$ cat src/rtl/midi_note_decoder.sv
// midi_note_decoder: MIDI byte parser with running status and a monophonic last-note-priority voice.
// Sustain pedal handling (controller 64) is built only when MIDI_SUSTAIN_EN is defined.
module midi_note_decoder #(
  parameter int CHANNEL     = 0,
  parameter int BASE_PERIOD = 6115610
) (
  input  logic        clk,
  input  logic        rst,
  input  logic [7:0]  midi_byte,
  input  logic        byte_valid,
  output logic        byte_ready,
  output logic        note_on,
  output logic        note_off,
  output logic [22:0] period,
  output logic [6:0]  cur_note,
  output logic [6:0]  velocity,
  output logic        sounding
);
  localparam logic [2:0] IDLE  = 3'd0;
  localparam logic [2:0] DATA1 = 3'd1;
  localparam logic [2:0] DATA2 = 3'd2;
  localparam logic [2:0] CALC  = 3'd3;
  localparam logic [2:0] MUL   = 3'd4;
  localparam logic [2:0] EMIT  = 3'd5;
  localparam logic [3:0] CH    = 4'(CHANNEL);
  localparam logic [38:0] BASE = 39'(BASE_PERIOD);
  logic [2:0]  state;
  logic [1:0]  rs;
  logic        rs_ok;
  logic [6:0]  note, vel, rem;
  logic [3:0]  oct, cnt;
  logic [15:0] ratio;
  logic        accept, chan_ok, release_hit;
  assign byte_ready  = !(state == CALC || state == MUL || state == EMIT);
  assign accept      = byte_valid && byte_ready;
  assign release_hit = sounding && note == cur_note;
`ifdef MIDI_SUSTAIN_EN
  logic pedal, pending;
  assign chan_ok = midi_byte[3:0] == CH &&
                   (midi_byte[7:4] == 4'h8 || midi_byte[7:4] == 4'h9 || midi_byte[7:4] == 4'hB);
`else
  assign chan_ok = midi_byte[3:0] == CH && midi_byte[7:5] == 3'b100;
`endif
  // Q1.15 frequency ratio of each semitone below the octave root
  always_comb begin
    case (rem[3:0])
      4'd0:    ratio = 16'd32768;
      4'd1:    ratio = 16'd30929;
      4'd2:    ratio = 16'd29193;
      4'd3:    ratio = 16'd27554;
      4'd4:    ratio = 16'd26008;
      4'd5:    ratio = 16'd24548;
      4'd6:    ratio = 16'd23170;
      4'd7:    ratio = 16'd21870;
      4'd8:    ratio = 16'd20643;
      4'd9:    ratio = 16'd19484;
      4'd10:   ratio = 16'd18390;
      default: ratio = 16'd17358;
    endcase
  end
  always_ff @(posedge clk) begin
    if (rst) begin
      state    <= IDLE;
      rs       <= 2'd0;
      rs_ok    <= 1'b0;
      note     <= 7'd0;
      vel      <= 7'd0;
      rem      <= 7'd0;
      oct      <= 4'd0;
      cnt      <= 4'd0;
      note_on  <= 1'b0;
      note_off <= 1'b0;
      period   <= 23'd0;
      cur_note <= 7'd0;
      velocity <= 7'd0;
      sounding <= 1'b0;
`ifdef MIDI_SUSTAIN_EN
      pedal    <= 1'b0;
      pending  <= 1'b0;
`endif
    end else begin
      note_on  <= 1'b0;
      note_off <= 1'b0;
      case (state)
        CALC: begin
          // fixed 11 passes: at most 10 subtractions are ever needed for a 7-bit note
          if (rem >= 7'd12) begin
            rem <= rem - 7'd12;
            oct <= oct + 4'd1;
          end
          cnt <= cnt + 4'd1;
          if (cnt == 4'd10) state <= MUL;
        end
        MUL: begin
          period   <= 23'((BASE * {23'd0, ratio}) >> 15 >> oct);
          cur_note <= note;
          velocity <= vel;
          note_on  <= 1'b1;
          sounding <= 1'b1;
`ifdef MIDI_SUSTAIN_EN
          pending  <= 1'b0;
`endif
          state    <= EMIT;
        end
        EMIT: state <= DATA1;
        default: if (accept) begin
          if (midi_byte[7]) begin
            if (midi_byte[7:3] != 5'b11111) begin
              rs_ok <= chan_ok;
              rs    <= midi_byte[5:4];
              state <= chan_ok ? DATA1 : IDLE;
            end
          end else if (state == DATA2) begin
            vel <= midi_byte[6:0];
            state <= DATA1;
            if (rs == 2'b01 && midi_byte[6:0] != 7'd0) begin
              rem   <= note;
              oct   <= 4'd0;
              cnt   <= 4'd0;
              state <= CALC;
            end
`ifdef MIDI_SUSTAIN_EN
            else if (rs == 2'b11) begin
              if (note == 7'd64) begin
                pedal <= midi_byte[6];
                if (!midi_byte[6] && pending) begin
                  note_off <= 1'b1;
                  sounding <= 1'b0;
                  pending  <= 1'b0;
                end
              end
            end else if (release_hit) begin
              if (pedal) pending <= 1'b1;
              else begin
                note_off <= 1'b1;
                sounding <= 1'b0;
              end
            end
`else
            else if (release_hit) begin
              note_off <= 1'b1;
              sounding <= 1'b0;
            end
`endif
          end else if (state == DATA1 || rs_ok) begin
            note  <= midi_byte[6:0];
            state <= DATA2;
          end
        end
      endcase
    end
  end
endmodule

$ cat config.mk
export PLATFORM = sky130hd
export DESIGN_NAME = midi_note_decoder
export DESIGN_NICKNAME = d
export VERILOG_FILES = /design/src/rtl/midi_note_decoder.sv
export SDC_FILE = /design/constraint.sdc
export NUM_CORES = 1
export LEC_CHECK = 0
export BUFFER_PORTS_ARGS = -buffer_cell sky130_fd_sc_hd__buf_2
export CAP_MARGIN = 20
export CORE_UTILIZATION = 64
export DETAILED_ROUTE_END_ITERATION = 8
export HOLD_SLACK_MARGIN = 0.03
export PLACE_DENSITY = 0.89
export SLEW_MARGIN = 15
export SYNTH_ARGS = -nofsm -noshare
export SYNTH_HDL_FRONTEND = slang
export SYNTH_SLANG_ARGS = --single-unit
export TNS_END_PERCENT = 100
$ cat constraint.sdc
create_clock -name clk -period 6.7 [get_ports clk]
set_input_delay 0.67 -clock clk [delete_from_list [all_inputs] [get_ports clk]]
set_output_delay 0.67 -clock clk [all_outputs]
set_load 0.03 [all_outputs]
==> results.yml, run 1 <==
status:
  status: "finished clean"
global_routing:
  grt_max_degree: 68
  antenna_found_initial: 0
  grt_pass1_wl_mm: 51.9
  grt_pass1_vias: 10300
  grt_overflow: 0
  grt.total_usage_pct: 35.8
cts:
  cts_buffers: 9
  clk_pin_slew_ns: 0.07
  cts_tree: "done"
  cts_setup_buffers: 0
  cts-root-buf: "clkbuf_16"
  clockBufferDepth: 2
  cts.sinks: 91
  clkLatencyLatePin_ns: 0.35
  htree_levels: 3
  postCtsHoldBufs: 0
synthesis:
  synth-edff-count: 0
  yosysTopAreaCell: "ha_1"
  syn_inst: 1376
  synth.top_cells.by_count: "inv_1, ha_1, nand2_1"
  ys_seq_area_share_pct: 15.7
  yosysWarnings: 0
  syn_nets: 1667
  synth_seq_cells: 91
  netlist-cell-type-count: 82
  synth_area_mm2: 0.0116
  async_reset_ff_share_pct: 0
  synthFlopType: "dfxtp_1"
  synth_most_common_cell: "inv_1"
  synth.area.top_cells: "ha_1, fa_1, dfxtp_1, inv_1, nand2_1"
  synth_top_area_share_pct: 19.3
  avgSynthCellArea_um2: 8.44
timing:
  finClkSkew_ns: 0.00859
  period_share_pct: 96.4
  layout_setup_ws_ns: 0.239
  slew_headroom_pct: 29.4
  finalHoldViolations: 0
  period_needed_ns: 6.46
  setup_viol: 0
  max_freq_mhz: 155
  tightestPinTransition_ns: 1.06
  maxSlewViolCount: 0
worst_setup_path:
  crit_arrival_ns: 6.70
  path_max_fanout: 8
  crit_path_start_kind: "flip-flop"
  crit_type: "reg -> reg"
  cp-end-kind: "flip-flop"
  critPathRequiredTime_ns: 6.94
placed_design:
  portBuffers: 51
  dp.cells: 1619
  dp.final_hpwl_mm: 25.2
  pre_cts_ws_ns: 0.237
  gp_congestion: 0.996
detailed_routing:
  wire_per_inst_um: 19.8
  vias: 10500
  dr.pass1.iters: 6
  vias_per_cell: 6.42
  antenna_left: 0
  drtIter0Drc: 1172
  routed_wl_mm: 32.3
  drc: 0
final_layout:
  synthToLayoutAreaGrowth_pct: 7.25
  fin_nets: 1697
  fill_cells: 1287
  n_antenna_cell: 0
  drive_gt1_share_pct: 10.3
  final_cells: 1636
floorplan:
  std_cell_rows: 48
  die-width_um: 137
  die_y_um: 137
  die-area_mm2: 0.0187
  ioPinCount: 52
  core_area_mm2: 0.0175
  start_util_pct: 66.2
min_path:
  hp-class: "reg -> reg"
pwr:
  ir_drop_mv: 0.179
  p_leak_nw: 6.18
  p_per_area_mw_per_mm2: 93.4
job:
  drv_cap: 0
==> logic make-up after synthesis <==
| family | synth area share (%) |
|---|---|
| xor+xnor | 2.64 |
| mux | 4.39 |
| flops | 15.7 |
| compound gates | 17.5 |
| buf+inv | 8.79 |
| simple gates | 14.3 |
| fa+ha+maj | 36.7 |
==> state kept, by name, indices dropped and copies added, names as in the netlist, 2 cells and up <==
name / flops
cnt: 4
cur_note: 7
note: 7
oct: 4
period: 23
ratio: 16
rem: 7
rs: 2
state: 3
vel: 7
velocity: 7
==> critical path, cell delays in order (launching register included) <==
cell and delay, ns:
dfxtp_2 0.38, fa_1 0.54, inv_1 0.05, fa_1 0.50, inv_1 0.05, ha_1 0.29
fa_1 0.55, inv_1 0.05, fa_1 0.47, fa_1 0.56, inv_1 0.05, ha_1 0.40
a21oi_1 0.26, o21a_1 0.19, o21ai_1 0.18, and2_1 0.25, a2111oi_4 0.46, nor3_4 0.12
mux4_1 0.58, a211oi_1 0.32, o21ai_1 0.08
==> where the power goes <==
part           total (W)  switching (W)  leakage, nW  internal (W)
registers       0.000547     0.00000372        0.734      0.000543
logic           0.000122      0.0000774         5.30     0.0000451
clock network   0.000493       0.000228        0.140      0.000266
==> routing by layer <==
layer | global-route usage (%) | up-vias | share of wire (%)
li1 | - | 4793 | -
met1 | 44.4 | 4967 | 40
met2 | 59.1 | 599 | 47
met3 | 6.63 | 152 | 8.0
met4 | 19.1 | 0 | 5.6
met5 | 0 | - | 0
==> layout by cell type (no fill, tap or decap), types with 6 or more instances in the layout <==
cell type	synthesis	final
o21a_1	9	9
buf_4	1	27
or2_2	10	10
a22oi_1	7	6
a31oi_1	8	8
nand4_1	22	22
nor2_1	101	101
nor4_1	9	8
a21o_1	13	13
a21boi_0	8	8
inv_1	204	204
and2_1	10	10
clkbuf_16	0	9
buf_2	10	51
o22ai_1	10	10
xnor2_1	18	17
mux2i_1	30	30
xor2_1	17	16
fa_1	101	101
a21oi_1	86	84
and3_1	9	9
o21ai_0	48	46
a211oi_1	17	17
ha_1	179	178
o21ai_1	8	10
o211ai_1	13	13
nand3_1	18	18
o31ai_1	9	9
nand2_1	126	126
nor3_1	27	26
dfxtp_1	91	87
==> path summary, 6_finish.rpt <==
| check | startpoint | endpoint | slack [ns] | depth (start not counted) |
|---|---|---|---|---|
| worst max-delay path | ratio[1] | period[4] | 0.24 | 20 |
| worst min-delay path | period[0] | period[0] | 0.44 | 2 |
| worst max register to register | ratio[1] | period[4] | 0.24 | 20 |
| worst min register to register | period[0] | period[0] | 0.44 | 2 |
==> stage by stage <==
stage	util (%)	hold WS [ns]	TNS (ns)	area, µm²	power, W
6_report	71.0	0.443	0	12500	0.00116
5_1_grt	71.0	0.471	-0.0236	12500	0.00120
4_1_cts	70.6	0.448	0	12400	0.00116
3_5_place_dp	69.0	0.439	0	12100	0.000676
3_3_place_gp	69.0	0.431	0	12100	0.000671
2_1_floorplan	-	0.431	0	11600	0.000641
==> repair_timing <==
| item | in CTS | in global routing |
|---|---|---|
| setup endpoints to repair | 0 | 17 |
| endpoints found under the hold margin | 0 | 0 |
| resized for setup | 0 | 15 |
==> final cells by class <==
type	instances	area, µm²	area share (%)
multi-input cells	1020	8820	70.8
repair buffers	79	473	3.80
inverters	205	769	6.18
flip-flops and latches	91	1830	14.7
well taps	225	282	2.26
clock buffers	10	239	1.92
clock inverters	6	47.5	0.382
No activity file was read; power rests on OpenSTA's default activity.
==> inputs of run 2 (changes only) <==
ABC_AREA = 1   (was not set)
CORE_UTILIZATION = 65   (was 64)
PLACE_DENSITY = 0.91   (was 0.89)
clock period = 8.3 ns   (was 6.7 ns; I/O delays follow)
==> results.yml, run 2 <==
global_routing:
  antenna_found_initial: 0
  grt_max_degree: 45
  grt_pass1_wl_mm: 50.6
  grt.total_usage_pct: 35.2
  grt_pass1_vias: 10400
  grt_overflow: 0
cts:
  clkLatencyLatePin_ns: 0.36
  clk_pin_slew_ns: 0.07
  cts.sinks: 91
  cts_buffers: 9
  clockBufferDepth: 2
  cts_setup_buffers: 0
  cts-root-buf: "clkbuf_16"
  htree_levels: 3
  cts_tree: "done"
  postCtsHoldBufs: 0
  cts_resized: 0
min_path:
  min_path_cells: 2
  hp-class: "reg -> reg"
  min_to: "period[20]"
  hp-start: "period[20]"
synthesis:
  netlist-cell-type-count: 49
  synthSimpleGateAreaFrac_pct: 26.8
  synth_top_family_by_area: "adder cells"
  ys_seq_area_share_pct: 15.6
  synth-edff-count: 0
  synthFlopType: "dfxtp_1"
  synth_most_common_cell: "inv_1"
  synth_compound_area_share_pct: 7.13
  synth_fa_ha_area_share_pct: 36.5
  synth_area_mm2: 0.0117
  synth.area.top_cells: "ha_1, fa_1, dfxtp_1, inv_1, nand2_1"
  syn_inst: 1634
  synth.top_cells.by_count: "inv_1, nand2_1, nand3_1"
  syn_nets: 1925
  synth_seq_cells: 91
  synth_top_area_share_pct: 19.2
  avgSynthCellArea_um2: 7.14
  synthMuxAreaShare_pct: 0
  yosysTopAreaCell: "ha_1"
  yosysWarnings: 0
  async_reset_ff_share_pct: 0
  synthXorXnorAreaFrac_pct: 0.976
timing:
  maxSlewViolCount: 0
  period_share_pct: 74.8
  slew_headroom_pct: 33.5
  finClkSkew_ns: 0.0180
  fin_setup_tns_ns: 0
  finalHoldViolations: 0
  tightestPinTransition_ns: 0.992
  hold_slack_ns: 0.470
  max_freq_mhz: 161
  period_needed_ns: 6.21
  rsz0062_at_grt: "false"
  setup_viol: 0
detailed_routing:
  drtIter0Drc: 936
  wire_per_inst_um: 16.2
  routed_wl_mm: 30.7
  dr.pass1.iters: 6
  vias: 10900
  drc: 0
  antenna_left: 0
  vias_per_cell: 5.73
worst_setup_path:
  crit_type: "reg -> reg"
  regToRegStartpoint: "ratio[5]"
  crit_arrival_ns: 6.43
  r2r_slack_ns: 2.09
  reg2regPathDepth: 27
  cp-end-kind: "flip-flop"
  crit_path_max_incr_delay_ns: 0.65
  crit_path_start_kind: "flip-flop"
  r2r_end: "period[13]"
  path_max_fanout: 10
  cp_common_cell: "inv_1"
  critPathRequiredTime_ns: 8.53
  cp_slowest_cell: "dfxtp_1"
final_layout:
  top_register: "period"
  final_common_cell: "inv_1"
  synthToLayoutAreaGrowth_pct: 6.26
  largest_reg_flops: 23
  fin_nets: 1957
  layout_common_cells: "inv_1, nand2_1, nand3_1, ha_1, nor2_1"
  drive_gt1_share_pct: 6.04
  n_antenna_cell: 0
floorplan:
  die-width_um: 136
  die-area_mm2: 0.0185
  die_y_um: 136
  std_cell_rows: 48
  ioPinCount: 52
  core_area_mm2: 0.0174
  start_util_pct: 67.0
placed_design:
  portBuffers: 51
  gp_congestion: 1.01
  dp.final_hpwl_mm: 25.3
pwr:
  internal_power_w: 0.00193
  p_per_area_mw_per_mm2: 362
  pwr-share-clk_pct: 9.2
  p_seq_share_pct: 14.3
  ir_drop_mv: 0.258
  swShare_pct: 57.1
  power.switching_w: 0.00256
  p_leak_nw: 6.99
  p_comb_share_pct: 76.5
status:
  status: "finished clean"
job:
  drv_cap: 0
run 2: cell count changes in the layout (fill, tap and decap cells not counted), sizes merged, moves of 11 or more:
| cell | delta |
|---|---|
| buf | -23 |
| nor3 | -11 |
| o211ai | -12 |
| nand2 | +181 |
| nand3 | +200 |
| xor2 | -12 |
| nor2 | +25 |
| inv | +154 |
| a21oi | -25 |
| a211oi | -17 |
| a21o | -13 |
| mux2i | -31 |
run 2: power by group through the flow:
stage | Clock, W | Combinational [W] | Sequential (W)
6_report | 0.000414 | 0.00344 | 0.000640
5_1_grt | 0.000433 | 0.00384 | 0.000653
4_1_cts | 0.000417 | 0.00337 | 0.000638
3_5_place_dp | 0 | 0.00333 | 0.000646
3_3_place_gp | 0 | 0.00325 | 0.000641
2_1_floorplan | 0 | 0.00237 | 0.000747
run 2: logic make-up after synthesis:
logic type,after synthesis
simple gates,702
buf+inv,397
fa+ha+maj,280
compound gates,151
flops,91
xor+xnor,13
run 2: area by class of cell:
| type | instances | area [µm²] |
|---|---|---|
| Clock buffer | 9 | 225 |
| Clock inverter | 7 | 81.3 |
| Fill cell | 1404 | 5020 |
| Inverter | 362 | 1360 |
| Multi-Input combinational cell | 1146 | 8340 |
| Sequential cell | 91 | 1820 |
| Tap cell | 225 | 282 |
| Timing Repair Buffer | 56 | 293 |
run 2: stage by stage:
step	cells	setup WS [ns]	utilization, %	total power, W	area [µm²]
6_report	1896	2.09	71.2	0.00449	12400
5_1_grt	1896	1.67	71.2	0.00492	12400
4_1_cts	1896	2.14	71.2	0.00443	12400
3_5_place_dp	1880	2.19	69.4	0.00398	12100
3_3_place_gp	1880	2.29	69.4	0.00389	12100
2_1_floorplan	1634	2.97	-	0.00312	11700
run 2: worst max-delay path, delay by kind of cell, from the launching register on:
family | cells | cell delay, ns
simple gates | 13 | 1.62
buf+inv | 7 | 0.56
fa+ha+maj | 7 | 3.23
flops | 1 | 0.65
run 2: worst max-delay path by stage:
stage / to / cells after the start / from / slack, ns
2_1_floorplan: period[14] / 29 / ratio[5] / 2.97
3_3_place_gp: period[6] / 27 / ratio[5] / 2.29
3_5_place_dp: period[6] / 29 / ratio[5] / 2.19
4_1_cts: period[6] / 29 / ratio[5] / 2.14
5_1_grt: period[6] / 29 / ratio[5] / 1.67
6_report: period[13] / 27 / ratio[5] / 2.09
run 2: metal layers:
| layer | share of wire, % | vias to the layer above | track usage (%) |
|---|---|---|---|
| li1 | - | 5242 | - |
| met1 | 40 | 5013 | 43.9 |
| met2 | 48 | 512 | 59.5 |
| met3 | 8.0 | 96 | 7.20 |
| met4 | 3.7 | 0 | 14.1 |
| met5 | 0 | - | 0 |
